[src/rtl/hello_scroll_ctrl.sv]
// HELLO rotation driver: timed auto-scroll or debounced single-step of the
// rotation index, with registered per-digit character codes for HEX5..HEX0.
module hello_scroll_ctrl #(
  parameter int unsigned TICK_DIV        = 25000000,
  parameter int unsigned DEBOUNCE_CYCLES = 1000000
) (
  input  logic       CLOCK_50,
  input  logic       reset,
  input  logic       run,
  input  logic       dir,
  input  logic       step_n,
  output logic [2:0] shift,
  output logic [2:0] h0,
  output logic [2:0] h1,
  output logic [2:0] h2,
  output logic [2:0] h3,
  output logic [2:0] h4,
  output logic [2:0] h5,
  output logic       step_tick
);

  localparam int unsigned PW = $clog2(TICK_DIV);
  localparam int unsigned DW = $clog2(DEBOUNCE_CYCLES);
  localparam logic [PW-1:0] TICK_LAST = PW'(TICK_DIV - 1);
  localparam logic [DW-1:0] DB_LAST   = DW'(DEBOUNCE_CYCLES - 1);

  typedef enum logic {PAUSE = 1'b0, RUN = 1'b1} state_t;

  state_t        state, state_n;
  logic [PW-1:0] presc, presc_n;
  logic [DW-1:0] db_cnt;
  logic          key_s1, key_s2, key_db, key_db_q, armed;
  logic [1:0]    sync_ok;
  logic          press_pulse;
  logic          adv;
  logic [2:0]    shift_n;
  logic [3:0]    pos;
  logic [2:0]    h_n [6];

  // Message ring {blank, H, E, L, L, O}
  function automatic logic [2:0] ring_code(input logic [3:0] p);
    case (p)
      4'd0:       ring_code = 3'b100;
      4'd1:       ring_code = 3'b000;
      4'd2:       ring_code = 3'b001;
      4'd3, 4'd4: ring_code = 3'b010;
      default:    ring_code = 3'b011;
    endcase
  endfunction

  // Key synchronizer, debouncer, and release-before-press arming
  always_ff @(posedge CLOCK_50 or posedge reset) begin
    if (reset) begin
      key_s1   <= 1'b1;
      key_s2   <= 1'b1;
      sync_ok  <= 2'b00;
      key_db   <= 1'b1;
      key_db_q <= 1'b1;
      db_cnt   <= '0;
      armed    <= 1'b0;
    end else begin
      key_s1   <= step_n;
      key_s2   <= key_s1;
      sync_ok  <= {sync_ok[0], 1'b1};
      key_db_q <= key_db;
      if (key_s2 == key_db) begin
        db_cnt <= '0;
      end else if (db_cnt == DB_LAST) begin
        key_db <= key_s2;
        db_cnt <= '0;
      end else begin
        db_cnt <= db_cnt + DW'(1);
      end
      // A key held through reset must be seen released before it can press
      if (sync_ok[1] && key_s2 && key_db) armed <= 1'b1;
    end
  end

  assign press_pulse = armed & key_db_q & ~key_db;

  // Next-state, prescaler, advance and character decode
  always_comb begin
    state_n = run ? RUN : PAUSE;
    presc_n = '0;
    adv     = 1'b0;
    shift_n = shift;
    pos     = '0;
    for (int i = 0; i < 6; i++) h_n[i] = 3'b100;

    if (state == RUN) begin
      if (presc == TICK_LAST) begin
        adv = 1'b1;
      end else if (run) begin
        presc_n = presc + PW'(1);
      end
    end else begin
      adv = press_pulse;
    end

    if (adv) begin
      if (dir) shift_n = (shift == 3'd0) ? 3'd5 : shift - 3'd1;
      else     shift_n = (shift == 3'd5) ? 3'd0 : shift + 3'd1;
    end

    for (int i = 0; i < 6; i++) begin
      pos = 4'(5 - i) + {1'b0, shift_n};
      if (pos >= 4'd6) pos = pos - 4'd6;
      h_n[i] = ring_code(pos);
    end
  end

  always_ff @(posedge CLOCK_50 or posedge reset) begin
    if (reset) begin
      state     <= PAUSE;
      presc     <= '0;
      shift     <= 3'd0;
      step_tick <= 1'b0;
      h5        <= 3'b100;
      h4        <= 3'b000;
      h3        <= 3'b001;
      h2        <= 3'b010;
      h1        <= 3'b010;
      h0        <= 3'b011;
    end else begin
      state     <= state_n;
      presc     <= presc_n;
      shift     <= shift_n;
      step_tick <= adv;
      h0        <= h_n[0];
      h1        <= h_n[1];
      h2        <= h_n[2];
      h3        <= h_n[3];
      h4        <= h_n[4];
      h5        <= h_n[5];
    end
  end

endmodule
[config.mk]
export PLATFORM = sky130hd
export DESIGN_NAME = hello_scroll_ctrl
export DESIGN_NICKNAME = d
export VERILOG_FILES = /design/src/rtl/hello_scroll_ctrl.sv
export SDC_FILE = /design/constraint.sdc
export NUM_CORES = 1
export LEC_CHECK = 0
export ABC_AREA = 1
export CAP_MARGIN = 5
export CORE_ASPECT_RATIO = 2
export CORE_UTILIZATION = 64
export CTS_CLUSTER_DIAMETER = 50
export CTS_CLUSTER_SIZE = 40
export DETAILED_ROUTE_END_ITERATION = 7
export PLACE_DENSITY = 0.87
export SLEW_MARGIN = 20
export SYNTH_ARGS = -nofsm -noshare
export SYNTH_HDL_FRONTEND = slang
export SYNTH_SLANG_ARGS = --single-unit
[constraint.sdc]
create_clock -name CLOCK_50 -period 7.4 [get_ports CLOCK_50]
set_input_delay 1.11 -clock CLOCK_50 [delete_from_list [all_inputs] [get_ports CLOCK_50]]
set_output_delay 1.11 -clock CLOCK_50 [all_outputs]
set_load 0.01 [all_outputs]
# After elaboration in Yosys (flattened, before gate mapping)
# Cells that the tools add are included.
[classes]
n_addsub = 15
order_cmp = 6
eq_ne = 28
mux = 24
bitwise_logic = 4
n_reduce_logical = 16
[op_table]
columns = ["cell", "n"]
rows = [
  ["$mux 25", 3],
  ["$pmux 3 s4", 6],
  ["$eq 4x2->1 const B", 12],
  ["$mux 20", 2],
  ["$add 25x1->25 const B", 1],
  ["$eq 25x25->1 const B", 1],
  ["$eq 4x1->1 const B", 6],
  ["$eq 4x3->1 const B", 6],
  ["$logic_not 4->1", 6],
  ["$mux 4", 6],
  ["$add 20x1->20 const B", 1],
  ["$eq 20x20->1 const B", 1],
  ["$ge 4x3->1 const B", 5],
  ["$sub 4x3->4 const B", 5],
  ["$mux 3", 4],
  ["$reduce_or 2->1", 6],
  ["$add 2x3->4 const A", 2],
  ["$add 3x3->4 const A", 2],
  ["$add 1x3->4 const A", 1],
  ["$sub 3x3->4 const B", 1],
  ["$add 3x1->3 const B", 1],
  ["$eq 3x3->1 const B", 1],
  ["$ge 3x3->1 const B", 1],
  ["$logic_not 3->1", 1],
  ["7 further kinds", 12],
]
[word_totals]
register_bits = 75
inputBits = 5
out_inout_bits = 22
elab_cells = 110

# Longest topological paths before layout
[depth]
depth_word = 10
depth_mapped = 24
mapped_depth_nobuf = 23

# Worst setup path after synthesis
# OpenSTA, ideal clock, no wires.
[synth_timing]
kind = "input to register"
startpoint = "in dir"
endpoint = "reg h0[1]"
setup_ns = 0.061
t_arrival_ns = 3.071
t_required_ns = 7.339
slack_ns = 4.268
stages = 14
path_buffers = 1
path_cell_list = "a21oi_1 nand3_4 nand2_4 buf_2 inv_1 ha_1 or2_2 nand2_1 nand3_1 nand2_1 nand2_2 nand3_1 nand3_1 nand2_1"
[synth_lines]
columns = ["item", "line_no", "source"]
rows = [
  ["start, declared", "10", "input logic dir,"],
  ["end signal, assigned", "129", "h0 <= h_n[0];"],
  ["end, declared", "13", "output logic [2:0] h0,"],
]

==> results.md <==
* Share of the synthesized area in the top cell type at 0.402
* Fin nets at 543
* Required time worst endpoint at 7.67 ns
* Metal-1 WL at 3090 um
* Number of distinct library cells after synthesis at 43
* Hold Fails Final Rpt at 0
* R2R Setup Slk at 4.11 ns
* Post-route clock skew at 0.00542 ns
* CP Max Fanout at 15
* Mean Syn Cell Area at 8.28 um^2
* WHS at 0.353 ns
* Post-synth top area cell: dfrtp_1
* Chip Height at 114 um
* Initial antenna violation count at 0
* Final Cycle Share at 0.480
* Fmax at 0.282 GHz
* Via count at 3325
* Initial core utilization at 0.669
* Worst vdd ir at 293 uV
* Crit path top cell by count: nand2_1
* Share of cells above drive strength 1 at 0.153
* Detailed Place HPWL at 6240 um
* Met3 routed WL at 238 um
* Final instance area at 4690 um^2
* Die area at 6670 um^2
* Worst EP arrival at 3.82 ns
* Final setup vio count at 0
* Placed cell area at 4410 um^2
* Post_cts resized at 0
* CTS Hold Bufs at 0
* Worst Tran Pin Value at 0.904 ns
* Top Ports at 27
* Asr flop ratio synth at 1.00
* Max-slew violation count at 0
* Storage element area at 1890 um^2
* Die Wd at 58.2 um
* R2R cell count at 23
* Power Density at 323 nW/um^2
* Post-synth top flop: dfrtp_1
* CTS Buffer Depth at 2
* Vias in the first global route at 3469
* Period minus WS final at 3.55 ns
* WL met2 at 4880 um
* Vias per cell at 5.43
* Crit path kind: input port to register
* Crit. End Element: register
* Setup bufs post-CTS at 0
* Post-synth top cells: nand2_1, nor2_1, dfrtp_1
* Number of flops mapped to enable cells by yosys at 0
* Core area at 6060 um^2
* Worst reg2reg path endpoint: h0[1]
* Hold Path Stages at 0
* Clock root cell: clkbuf_16
* Hold Startpoint: sync_ok[0]
* Hold path endpoint: sync_ok[1]
* Clock-pin slew on the worst setup and hold paths at 0.06 ns
* Total track usage at 0.294
* Area growth syn-to-layout at 15.8%
* Cell at the slowest stage of the critical path: clkdlybuf4s50_1
* Pre-CTS WS at 3.57 ns
* WL/cell at 14.1 um
* Post-Place Cells at 597
* Worst-Skew Late Latency at 0.34 ns
* Setup_tns at 0 ns
* Power, Total at 1.51 mW
* Inserted Diodes at 0
* Top sig layer: met4
* DR pass1 iterations at 4
* RePlAce Congestion at 0.879
* TritonCTS clock tree: built
* Syn Nets at 508
* Final routed DRC violation total at 0
* Largest net degree at the start of global routing at 76
* Synth area leaders: dfrtp_1, nand2_1, dfstp_2
* Yosys reg bits at 75
* Seq/Total Area, Yosys at 0.467
* Clock Sink Count at 75
* Status: finished clean
* Yosys warns at 0
* H-tree Lvls at 3
* Final design utilization at 0.774
* Cell with the most instances after synthesis: nand2_1
* Fillers at 446
* Max_cap viols at 0
* # port buffers at 26
* Initial detailed-routing violation count at 143
* Cells along the critical path: clkdlybuf4s50_1, a21oi_1, nand3_4, nand2_4, inv_1, ha_1, inv_1, nand2_1, nand2_1, ha_1, inv_1, nand2_1, nand2_2, nand3_1, nand3_1, nand2_1
* Pleak at 2.12 nW
* RSZ-0062 raised after global routing: false
* CTS Buf Count at 9
* Synthesized cell area at 4050 um^2
* Total gr overflow at 0
* CP peak stage delay at 0.47 ns
* Worst reg2reg startpoint: presc[0]
* Finished Layout Cells at 612
* Final worst-path setup slack at 3.85 ns
* Min-delay worst type: register to register
* Total wire length at 8610 um
* Antenna viol nets, final at 0
* Global-route wire length before repair at 14600 um
* Rows at 40
* Slew margin rel. at 0.397
* Startpoint class of the critical path: input port
* Multi-input logic area at 1880 um^2
* Mapped Cells at 489
## per-layer routing
layer,vias to the layer above,track usage
met1,1591,0.286
li1,1625,-
met4,0,0.192
met5,-,0
met3,32,0.0712
met2,77,0.530
## flip-flops by register name (all words and copies together) (netlist names)
| signal | cells |
|---|---|
| h4 | 3 |
| h3 | 3 |
| h0 | 3 |
| h1 | 3 |
| h2 | 3 |
| shift | 3 |
| presc | 25 |
| key_db_q | 1 |
| db_cnt | 20 |
| h5 | 3 |
| state | 1 |
| key_s2 | 1 |
| key_db | 1 |
| step_tick | 1 |
| armed | 1 |
| sync_ok | 2 |
| key_s1 | 1 |
## area by class of cell
class	count	area share
sequential	75	0.403
multi-input combinational	341	0.401
timing repair buffer	27	0.0571
inverter	70	0.0566
clock buffer	11	0.0539
tap	84	0.0224
clock inverter	4	0.00560
## logic make-up (layout without fill, tap and decap cells)
kind of cell | after synthesis | count (layout) | share of synthesized area
AND/OR/NAND/NOR | 267 | 267 | 0.320
flip-flops | 75 | 75 | 0.467
buffers and inverters | 73 | 112 | 0.0686
AO/OA/AOI/OAI | 41 | 41 | 0.0612
XOR/XNOR | 17 | 17 | 0.0368
adder cells (fa/ha/maj) | 14 | 14 | 0.0433
other | 1 | 1 | 0.000926
multiplexers | 1 | 1 | 0.00278
## worst max path at each step
stage,startpoint,end,slack (ns),depth (start not counted)
after global placement,dir,h0[1],3.74,14
after CTS,dir,h0[0],3.89,16
after global routing,dir,h0[1],3.63,17
after floorplan,dir,h0[1],4.27,14
final,dir,h0[0],3.85,16
after detailed placement,dir,h0[0],3.57,14
## cell usage in the layout, fill, tap and decap left out, drive strengths merged
master	count
o21a	2
and3	2
dfrtp	65
or2	2
a211oi	1
o21ai	12
buf	1
inv	70
nor3	19
nand2	121
xnor2	5
nand3	31
a31oi	1
mux2	1
o21bai	2
a21oi	20
xor2	12
clkdlybuf4s50	26
dfstp	10
nor3b	2
o311ai	1
ha	14
o211ai	1
nand4	10
clkinvlp	1
clkbuf	11
nand3b	3
nor2	74
nor4	3
clkinv	3
a31o	1
conb	1
## worst max-delay path: cells and delay by family
| kind | cells | cell delay [ns] |
|---|---|---|
| and+or+nand+nor | 9 | 1.08 |
| AOI/OAI and AO/OA | 1 | 0.26 |
| adders and majority gates | 2 | 0.51 |
| buffers and inverters | 4 | 0.87 |
## power by group
group          switching [mW]  internal, mW
clock                   0.164         0.242
sequential             0.0210         0.477
combinational           0.369         0.240
No activity file was read; power rests on OpenSTA's default activity.
